**src/rtl/mem_arbiter.sv**
```systemverilog
// mem_arbiter: shares one RAM port between the instruction fetch path (read-only) and
// the data path (read/write). One request is latched at a time. The RAM strobes are
// driven from registers, and completion is signalled with a one-cycle done pulse. A
// watchdog aborts any access that the RAM never acknowledges.
// Optional macro MEM_ARB_ROUND_ROBIN_EN: when both requesters are pending, the one that
// was not granted last wins. Without it, data always has priority over instruction.
module mem_arbiter #(
  parameter int unsigned DATA_W   = 32,
  parameter int unsigned MAX_WAIT = 255,
  parameter int unsigned CNT_W    = 8
) (
  input  logic              CLK,
  input  logic              nRST,
  input  logic              iREN,
  input  logic [DATA_W-1:0] iaddr,
  output logic [DATA_W-1:0] iload,
  output logic              idone,
  input  logic              dREN,
  input  logic              dWEN,
  input  logic [DATA_W-1:0] daddr,
  input  logic [DATA_W-1:0] dstore,
  output logic [DATA_W-1:0] dload,
  output logic              ddone,
  output logic              ramREN,
  output logic              ramWEN,
  output logic [DATA_W-1:0] ramaddr,
  output logic [DATA_W-1:0] ramstore,
  input  logic [DATA_W-1:0] ramload,
  input  logic              ramready,
  output logic              err
);

  localparam logic [1:0] IDLE = 2'd0;
  localparam logic [1:0] IACC = 2'd1;
  localparam logic [1:0] DACC = 2'd2;
  localparam logic [1:0] RESP = 2'd3;

  localparam logic [CNT_W-1:0] CNT_LAST = CNT_W'(MAX_WAIT - 1);

  logic [1:0]        r_state;
  logic [CNT_W-1:0]  r_cnt;
  logic              r_ramren;
  logic              r_ramwen;
  logic [DATA_W-1:0] r_ramaddr;
  logic [DATA_W-1:0] r_ramstore;
  logic [DATA_W-1:0] r_iload;
  logic [DATA_W-1:0] r_dload;
  logic              r_idone;
  logic              r_ddone;
  logic              r_err;

  logic w_dreq;
  logic w_grant_d;
  logic w_grant_i;
  logic w_timeout;

`ifdef MEM_ARB_ROUND_ROBIN_EN
  // Requester of the most recently completed access: 0 = instruction, 1 = data.
  logic r_last_grant;
`endif

  // Grant decision in IDLE and watchdog expiry during an access.
  always_comb begin
    w_dreq    = dREN | dWEN;
`ifdef MEM_ARB_ROUND_ROBIN_EN
    w_grant_d = w_dreq & (~iREN | ~r_last_grant);
`else
    w_grant_d = w_dreq;
`endif
    w_grant_i = iREN & ~w_grant_d;
    // Abort on the last permitted cycle if the RAM still has not answered.
    w_timeout = ~ramready & (r_cnt == CNT_LAST);
  end

  // Access sequencer: latch request, hold strobes, capture load, pulse done/err.
  always_ff @(posedge CLK or negedge nRST) begin
    if (!nRST) begin
      r_state    <= IDLE;
      r_cnt      <= '0;
      r_ramren   <= 1'b0;
      r_ramwen   <= 1'b0;
      r_ramaddr  <= '0;
      r_ramstore <= '0;
      r_iload    <= '0;
      r_dload    <= '0;
      r_idone    <= 1'b0;
      r_ddone    <= 1'b0;
      r_err      <= 1'b0;
    end else begin
      r_idone <= 1'b0;
      r_ddone <= 1'b0;
      r_err   <= 1'b0;
      case (r_state)
        IDLE: begin
          if (w_grant_d) begin
            r_ramaddr  <= daddr;
            r_ramstore <= dstore;
            // A simultaneous read and write request is treated as a write.
            r_ramwen   <= dWEN;
            r_ramren   <= ~dWEN;
            r_cnt      <= '0;
            r_state    <= DACC;
          end else if (w_grant_i) begin
            r_ramaddr  <= iaddr;
            r_ramstore <= '0;
            r_ramwen   <= 1'b0;
            r_ramren   <= 1'b1;
            r_cnt      <= '0;
            r_state    <= IACC;
          end
        end
        IACC, DACC: begin
          if (ramready) begin
            if (r_state == IACC) begin
              r_iload <= ramload;
            end else if (r_ramren) begin
              r_dload <= ramload;
            end
            r_ramren <= 1'b0;
            r_ramwen <= 1'b0;
            r_idone  <= (r_state == IACC);
            r_ddone  <= (r_state == DACC);
            r_state  <= RESP;
          end else if (w_timeout) begin
            // Done still pulses so the requester is released.
            r_ramren <= 1'b0;
            r_ramwen <= 1'b0;
            r_err    <= 1'b1;
            r_idone  <= (r_state == IACC);
            r_ddone  <= (r_state == DACC);
            r_state  <= RESP;
          end else begin
            r_cnt <= r_cnt + CNT_W'(1);
          end
        end
        RESP: begin
          r_state <= IDLE;
        end
        default: begin
          r_state <= IDLE;
        end
      endcase
    end
  end

`ifdef MEM_ARB_ROUND_ROBIN_EN
  // Remember who finished last so a tie goes to the other requester next time.
  always_ff @(posedge CLK or negedge nRST) begin
    if (!nRST) begin
      r_last_grant <= 1'b0;
    end else if (((r_state == IACC) || (r_state == DACC)) && (ramready || w_timeout)) begin
      r_last_grant <= (r_state == DACC);
    end
  end
`endif

  assign ramREN   = r_ramren;
  assign ramWEN   = r_ramwen;
  assign ramaddr  = r_ramaddr;
  assign ramstore = r_ramstore;
  assign iload    = r_iload;
  assign dload    = r_dload;
  assign idone    = r_idone;
  assign ddone    = r_ddone;
  assign err      = r_err;

endmodule

```
**config.mk**
```make
export PLATFORM = sky130hd
export DESIGN_NAME = mem_arbiter
export DESIGN_NICKNAME = d
export VERILOG_FILES = /design/src/rtl/mem_arbiter.sv
export SDC_FILE = /design/constraint.sdc
export NUM_CORES = 1
export LEC_CHECK = 0
export ABC_AREA = 1
export BUFFER_PORTS_ARGS = -buffer_cell sky130_fd_sc_hd__buf_2
export CAP_MARGIN = 10
export CORE_MARGIN = 4
export CORE_UTILIZATION = 43
export DETAILED_ROUTE_END_ITERATION = 7
export PLACE_DENSITY = 0.75
export SYNTH_ARGS = -nofsm -noshare
export SYNTH_HDL_FRONTEND = slang
export SYNTH_SLANG_ARGS = --single-unit
```
**constraint.sdc**
```tcl
create_clock -name CLK -period 1.69 [get_ports CLK]
set_clock_uncertainty 0.2 [all_clocks]
set_input_delay 0.2535 -clock CLK [delete_from_list [all_inputs] [get_ports CLK]]
set_output_delay 0.2535 -clock CLK [all_outputs]
set_load 0.01 [all_outputs]
```
* Word-level counts from Yosys, hierarchy flattened
Cells that the tools add are included.
** Word-level totals
- Bits in registers :: 143
- Input port bits :: 134
- Output and inout bits :: 133
- Logic and storage cells :: 68
** Operators by class
- Add/subtract/negate cells :: 1
- Equal/unequal tests :: 8
- Mux-type cells :: 31
- Bitwise operators :: 7
- Reductions and logical operators :: 10
** Operators with widths (number)
- $mux W32 :: 4
- $mux W8 :: 4
- $pmux W8 S2 :: 1
- $mux W1 :: 15
- $add A8 B1 Y8 const B :: 1
- $eq A8 B8 Y1 const B :: 1
- $mux W2 :: 4
- $reduce_and A4 Y1 :: 2
- $ne A3 B3 Y1 const B :: 2
- $pmux W2 S3 :: 1
- $reduce_and A3 Y1 :: 2
- $eq A2 B2 Y1 const B :: 2
- $ne A2 B2 Y1 const B :: 2
- $not A1 Y1 :: 4
- $pmux W1 S2 :: 2
- $reduce_and A2 Y1 :: 2
- $reduce_bool A2 Y1 :: 2
- $and A1 B1 Y1 :: 2
- $eq A2 B1 Y1 const B :: 1
- $logic_not A2 Y1 :: 1
- $reduce_or A2 Y1 :: 1
- $or A1 B1 Y1 :: 1

* Logic depth before layout (Yosys ltp)
Gate-level depths: netlist of run 1.
- Depth in word-level cells :: 6
- Depth in mapped cells :: 9

* Least setup slack after synthesis of run 1
Ideal clock, no wire load.
- Path kind :: register to register
- From :: reg r_state[0]
- To :: reg r_dload[12] (netlist: dload[12])
- Setup time :: 0.126 ns
- Data arrival time :: 1.319 ns
- Setup slack :: 0.045 ns
- Cell stages (with the launch flop) :: 7
- Period minus slack after synthesis :: 1.645 ns
- Path through :: dfrtp_1 -> inv_1 -> ha_1 -> nand4_4 -> clkbuf_1 -> nand2_1 -> o21ai_0
** On the way
- Cells in the longest elaborated chain, start to end :: 3
- Elaborated cells on any way between the ends :: 5
- Those cells by class :: eq/ne (2); bitwise (1); reduce/logical (2)
** Ends and longest elaborated chain
- from (decl) :: line 40 : logic [1:0] r_state;
- from (signal assigned) :: line 78 : r_state <= IDLE;
- from (signal assigned) :: line 102 : r_state <= DACC;
- from (signal assigned) :: line 109 : r_state <= IACC;
- $eq A2 B1 Y1 or $eq A2 B2 Y1 (tied branches) :: line 93, 114
- $reduce_or A2 Y1 or $not A1 Y1 (tied branches)
- $reduce_and A4 Y1 (no line) (*)
- to (signal assigned) :: line 117 : r_dload <= ramload;
- to (decl) :: line 47 : logic [DATA_W-1:0] r_dload;
Every way passes the cells marked *; elsewhere a longest branch is shown, timed or not.
A chain may end at the register's enable or synchronous reset.

* Worst setup path in the final report of run 1
- From :: reg r_state[0]
- To :: reg r_dload[31] (netlist: dload[31])
Same word-level chain as after synthesis.

==> out/metrics.sh, run 1 <==
WL_FINAL_UM=18500
RSZ0062_AT_GRT='yes'
POWERDENSITY_nW_PER_UM2=1660
CTSROOTBUFFERMASTER='clkbuf_16'
FIN_CRIT_SH=0.992
WORST_HOLD_PATH_TYPE='primary input to flop'
SIMPLE_GATE_SHARE_OF_THE_SYNTHESIZED_AREA=0.142
SYNTH_COMPOUND_GATE_AREA_SHARE=0.161
TRACK_USAGE=0.236
PLACED_CELL_AREA_UM2=7560
FINAL_COMMON_CELL='buf_2'
POST_SYNTH_NUM_CELL_TYPES=27
CP_NUM_BUF_INV=2
FINAL_PERIOD_MINUS_WORST_SETUP_SLACK_NS=1.68
GRT_PASS1_VIAS=6040
RUN_STATUS='finished, final reports clean'
PLACED_CELLS_INCL_TAPS=1063
IOPINCOUNT=267
MAXSLEWHEADROOM=0.708
GRT_PASS1_WL_UM=30400
NETLIST_INSTANCES=634
SYNTH-SEQ-AREA-SHARE=0.603
BUFFER_PORTS.INSERTED=266
FINISH.INSTANCE_AREA_UM2=9440
DELAY_OF_THE_SLOWEST_CRITICAL_PATH_STAGE_NS=0.38
CTS-ROOT-TO-SINK-BUFFERS=2
TIGHTEST_SLEW_NS=0.437
TIMING_MAX_TRANSITION_VIOLATIONS_FINAL=0
CTS_NUM_SINKS=143
SYNTH.AREA.MUX_SHARE=0
YOSYS_WARNINGS=0
SYNTH_ADDER_AREA_SHARE=0.0105
ANTENNA_CELLS_INSERTED=0
WORST_SETUP_PATH_END_KIND='flop'
LAYOUT_CELLS_SIZED_ABOVE_1=0.331
FLOORPLAN.INITIALDENSITY=0.443
MAX_FREQ_MHz=596
FLOW.AREA_GROWTH_FROM_SYNTHESIS_PCT=59.1
DIE_WIDTH_UM=126
NET_TOTAL_IN_THE_FINAL_LAYOUT=1169
DR_TOTAL_VIAS=5940
WIRE_PER_INST_UM=15.2
FLOORPLAN.ROWS=42
TIMING.CRITICAL_PATH.FROM_TYPE='flop'
LEAKAGE_uW=0.00512
CPMAXSTAGEDELAYCELL='dfrtp_1'
SYN_NETS=773
TRITONCTS='built'
CLK_LATENCY_NS=0.40
GR-TOTAL-OVERFLOW=0
CP_DATA_REQUIRED_TIME_NS=1.79
NUMBER_OF_SYNTHESIZED_REGISTER_BITS=143
DRT_DRC_VIOLATIONS_LEFT=0
FLOORPLAN.CORE_AREA_UM2=13400
DIE-AREA_UM2=15800
DP_HPWL_UM=11100
ANTENNA_FOUND_INITIAL=0
WORSTSETUPPATHTYPE='flop to flop'
DR.PASS1.ITERS=5
FINISH.UTILIZATION=0.705
POWER.TOTAL_uW=15700
TIMING.CRITICAL_PATH.MAX_DELAY_FAMILY='flip-flops'
POWER.IR.VDD_WORST_mV=0.674
DRT_FIRST_ITER_VIOLATIONS=344
WORST_SETUP_HOLD_PATH_CLK_SLEW_NS=0.06
SETUP_VIOLATIONS=0
PLACE_CONGESTION=0.824
VIA_PER_INST=4.87
ANT_NETS=0
CTS-BUFFERS-INSERTED=17
SYNTH_TOP_FAMILY_BY_AREA='compound AO/OA/AOI/OAI gates'
SYN_AREA_PER_CELL_UM2=9.36
CHIPHEIGHT_UM=126
MAXIMUM_LEVEL_OF_THE_CTS_H_TREE=4
CRITPATHARRIVALTIME_NS=1.78
SYNTH_AREA_UM2=5940
CP_CELL_SEQUENCE='inv_2, ha_4, nand4_4, buf_12, o21ai_0'
DRV_CAP=0
TIMING.SETUP.TNS_NS=0
CP_MAX_FO=32
COMMONEST_NON_FILL_NON_TAP_CELLS_IN_THE_LAYOUT='265 x buf_2, 176 x nand2_1, 143 x dfrtp_1'
MAXIMUM_NUMBER_OF_PINS_ON_ONE_NET_BEFORE_GLOBAL_ROUTE_REPAIR=65
SYNTH_XOR_XNOR_AREA_SHARE=0.00295
INSTANCES_NO_FILL=1219
REPORT.FINAL.HOLD_VIOL_COUNT=0
[area by class of cell]
type | count | area (µm²)
clock buffer | 20 | 467
tap | 176 | 220
sequential | 143 | 3580
fill | 898 | 3960
clock inverter | 12 | 109
inverter | 80 | 303
multi-input combinational | 379 | 1940
timing repair buffer | 409 | 2830
[path summary, 6_finish.rpt]
check / from / to / slack (ns) / depth (start not counted)
min in group asynchronous: nRST / dload[30] / 0.15 / 2
max reg2reg: r_state[0] / dload[31] / 0.01 / 5
max: r_state[0] / dload[31] / 0.01 / 5
max in group asynchronous: nRST / ramWEN / 0.59 / 3
min reg2reg: iload[15] / iload[15] / 0.28 / 2
min: daddr[21] / ramaddr[21] / 0.008 / 3
[kinds of logic (layout without fill, tap and decap cells)]
family / count (synthesis) / after routing
adder cells (fa/ha/maj): 5 / 5
XOR/XNOR: 2 / 2
buffers and inverters: 112 / 521
flip-flops: 143 / 143
AO/OA/AOI/OAI: 167 / 167
AND/OR/NAND/NOR: 205 / 205
[power breakdown]
part	internal, µW	switching (µW)
Clock	2150	1430
Combinational	2780	3540
Sequential	4940	859
[flip-flops by register name, indices dropped and copies added, names as in the netlist]
| signal | flops |
|---|---|
| ddone | 1 |
| ramaddr | 32 |
| iload | 32 |
| err | 1 |
| r_cnt | 8 |
| ramWEN | 1 |
| dload | 32 |
| ramREN | 1 |
| idone | 1 |
| r_state | 2 |
| ramstore | 32 |
[Yosys cell counts, drive strengths merged]
cell type,instances,area [µm²]
a21oi,1,5.00
a22o,32,280
buf,19,126
clkbuf,13,50.0
dfrtp,143,3580
ha,5,62.6
inv,80,300
nand2,185,704
nand3,5,30.0
nand3b,2,15.0
nand4,2,27.5
nor2,10,60.1
o21ai,133,666
o21bai,1,7.51
or2,1,6.26
xnor2,1,8.76
xor2,1,8.76
[stage by stage]
step           hold slack, ns  worst slack (ns)
6_report              0.00776            0.0133
5_1_grt                0.0216           -0.0254
4_1_cts               0.00186            0.0168
3_5_place_dp           0.0140            -0.105
3_3_place_gp           0.0148           -0.0222
2_1_floorplan          -0.242            0.0454
[timing repair]
action	CTS	global route
gates cloned	0	1
setup endpoints to repair	48	60
gates resized for setup	3	22
hold buffers	121	0
setup buffers	0	2
pin swaps	0	6
hold endpoints to repair	272	0
[worst min-delay path: cells and delay by family]
family | cells | cell delay [ns]
AOI/OAI and AO/OA | 2 | 0.25
buffers and inverters | 1 | 0.07
[layer usage]
metal  vias up  routed length (µm)  GRT usage
met5         -                   0          0
met2       284                9180      0.391
li1       2838                   -          -
met4         0                 368     0.0753
met1      2784                7590      0.300
met3        34                1390     0.0661
Note: power is estimated with default switching activity, not from simulation.
==> inputs of run 2 (changes only) <==
- CORE_UTILIZATION: 43 -> 47
- PLACE_DENSITY: 0.75 -> 0.8
- clock period: 1.69 -> 1.8 ns (I/O delays scaled with it)
==> out/metrics.sh, run 2 (synthesis gave the netlist of run 1 again) <==
COMMONEST_NON_FILL_NON_TAP_CELLS_IN_THE_LAYOUT='265 x buf_2, 180 x nand2_1, 143 x dfrtp_1'
WORST_SETUP_PATH_END_KIND='flop'
TIMING_MAX_TRANSITION_VIOLATIONS_FINAL=0
FLOORPLAN.ROWS=40
GRT_PASS1_WL_UM=30000
GR-TOTAL-OVERFLOW=0
ANTENNA_FOUND_INITIAL=0
CP_CELL_SEQUENCE='inv_1, ha_1, inv_1, nand4_4, buf_12, nand2_1, o21ai_1'
MAXIMUM_LEVEL_OF_THE_CTS_H_TREE=4
VIA_PER_INST=5.01
CTS-BUFFERS-INSERTED=17
BUFFER_PORTS.INSERTED=266
TRITONCTS='built'
IOPINCOUNT=267
FINISH.UTILIZATION=0.763
FLOORPLAN.CORE_AREA_UM2=12200
DETAILROUTE.WIRELENGTH.MET2_UM=9350
DR.PASS1.ITERS=5
RUN_STATUS='finished, final reports clean'
DRT_FIRST_ITER_VIOLATIONS=416
TIGHTEST_SLEW_NS=0.403
CTSROOTBUFFERMASTER='clkbuf_16'
LAYOUT_CELLS_SIZED_ABOVE_1=0.315
FINAL_PERIOD_MINUS_WORST_SETUP_SLACK_NS=1.72
POWERDENSITY_nW_PER_UM2=1610
CP_NUM_BUF_INV=3
WIRE_PER_INST_UM=15.9
TRACK_USAGE=0.261
MAXSLEWHEADROOM=0.731
DELAY_OF_THE_SLOWEST_CRITICAL_PATH_STAGE_NS=0.40
FLOORPLAN.INITIALDENSITY=0.486
FINISH.INSTANCE_AREA_UM2=9320
DR_WL_MET3_UM=1730
DP_HPWL_UM=11100
CPMAXSTAGEDELAYCELL='dfrtp_1'
FIN_CRIT_SH=0.953
ANT_NETS=0
CTS-ROOT-TO-SINK-BUFFERS=2
CP_MAX_FO=64
REPORT.FINAL.HOLD_VIOL_COUNT=0
SETUP_VIOLATIONS=0
CLK_LATENCY_NS=0.41
WORST_SETUP_HOLD_PATH_CLK_SLEW_NS=0.06
ROUTE.LAYER.MET1.WL_UM=7410
CRITICAL-PATH-TOP-CELL-BY-COUNT='inv_1'
FLOW.AREA_GROWTH_FROM_SYNTHESIS_PCT=57.0
POWER.IR.VDD_WORST_mV=0.723
NFILLCELLS=753
ANTENNA_CELLS_INSERTED=0
DR_TOTAL_VIAS=5990
MAXIMUM_NUMBER_OF_PINS_ON_ONE_NET_BEFORE_GLOBAL_ROUTE_REPAIR=65
CHIPHEIGHT_UM=120
WORST_HOLD_PATH_TYPE='primary input to flop'
TIMING.CRITICAL_PATH.MAX_DELAY_FAMILY='buffers and inverters'
LEAKAGE_uW=0.00507
TIMING.CRITICAL_PATH.FROM_TYPE='flop'
MAXUSEDROUTINGLAYER='met4'
DIE_WIDTH_UM=120
WORSTSETUPPATHTYPE='flop to flop'
WL_FINAL_UM=19000
CP_DATA_REQUIRED_TIME_NS=1.92
DIE-AREA_UM2=14500
PLACE_CONGESTION=0.801
NET_TOTAL_IN_THE_FINAL_LAYOUT=1156
FINAL_COMMON_CELL='buf_2'
DRT_DRC_VIOLATIONS_LEFT=0
CTS_NUM_SINKS=143
CRITPATHARRIVALTIME_NS=1.84
GRT_PASS1_VIAS=6161
PLACED_CELL_AREA_UM2=7500
DRV_CAP=0
MAX_FREQ_MHz=583
run 2: cell types whose count changed in the layout (fill, tap and decap cells not counted), moves of 2 or more:
| cell | change |
|---|---|
| buf_4 | -7 |
| bufinv_16 | +4 |
| clkbuf_8 | -2 |
| clkinvlp_4 | -2 |
| dlygate4sd3_1 | -5 |
| inv_1 | +3 |
| inv_2 | -2 |
| inv_6 | -2 |
| nand2_1 | +4 |
| nand2_2 | -4 |
| nor2_4 | -2 |
| o21ai_0 | +8 |
| o21ai_1 | -7 |
run 2: path summary, 6_finish.rpt:
| path | startpoint | end | slack, ns | cells past startpoint |
|---|---|---|---|---|
| worst min register to register | ramaddr[3] | ramaddr[3] | 0.28 | 2 |
| min in group asynchronous | nRST | iload[24] | 0.15 | 2 |
| worst min-delay path | iaddr[8] | ramaddr[8] | 0.02 | 5 |
| worst max-delay path | r_state[1] | dload[6] | 0.08 | 7 |
| worst max register to register | r_state[1] | dload[6] | 0.08 | 7 |
| max in group asynchronous | nRST | dload[5] | 0.69 | 3 |
run 2: layout make-up:
type,instances,area (µm²),share of cell area
tap,168,210,0.0226
inverter,80,300,0.0322
multi-input combinational,379,1900,0.204
timing repair buffer,396,2700,0.290
clock inverter,11,191,0.0205
sequential,143,3580,0.384
clock buffer,18,439,0.0471
run 2: routing by layer:
metal,vias to the layer above,global-route usage
met5,-,0
met1,2794,0.313
met4,0,0.110
li1,2804,-
met2,346,0.438
met3,46,0.0753
run 2: timing repair:
item	in CTS	in global routing
hold buffers	116	0
hold endpoints to repair	270	0
setup endpoints to repair	5	12
resized for setup	1	2
pin swaps	0	2
setup buffers	0	2
run 2: report_power, final:
group	switching [µW]	leakage (µW)	total, µW	internal [µW]
clock	1290	0.000311	3760	2470
combinational	3310	0.00296	5760	2450
sequential	833	0.00180	5470	4640
run 2: per-stage QoR:
step	hold WS, ns	instances	total power (µW)	TNS, ns	setup WS [ns]
floorplan	-0.226	634	8410	0	0.155
global placement	0.00448	1048	10500	0	0.0918
detailed placement	0.00696	1048	10700	0	0.00206
CTS	0.00189	1193	14800	0	0.0389
global route	0.0285	1195	15900	-0.0363	-0.00958
finish	0.0213	1195	15000	0	0.0838
run 2: worst register-to-register path: cells and delay by family, from the launching register on:
| kind | cells | cell delay (ns) |
|---|---|---|
| simple gates | 2 | 0.23 |
| compound gates | 1 | 0.13 |
| buf+inv | 3 | 0.47 |
| fa+ha+maj | 1 | 0.21 |
| flops | 1 | 0.40 |
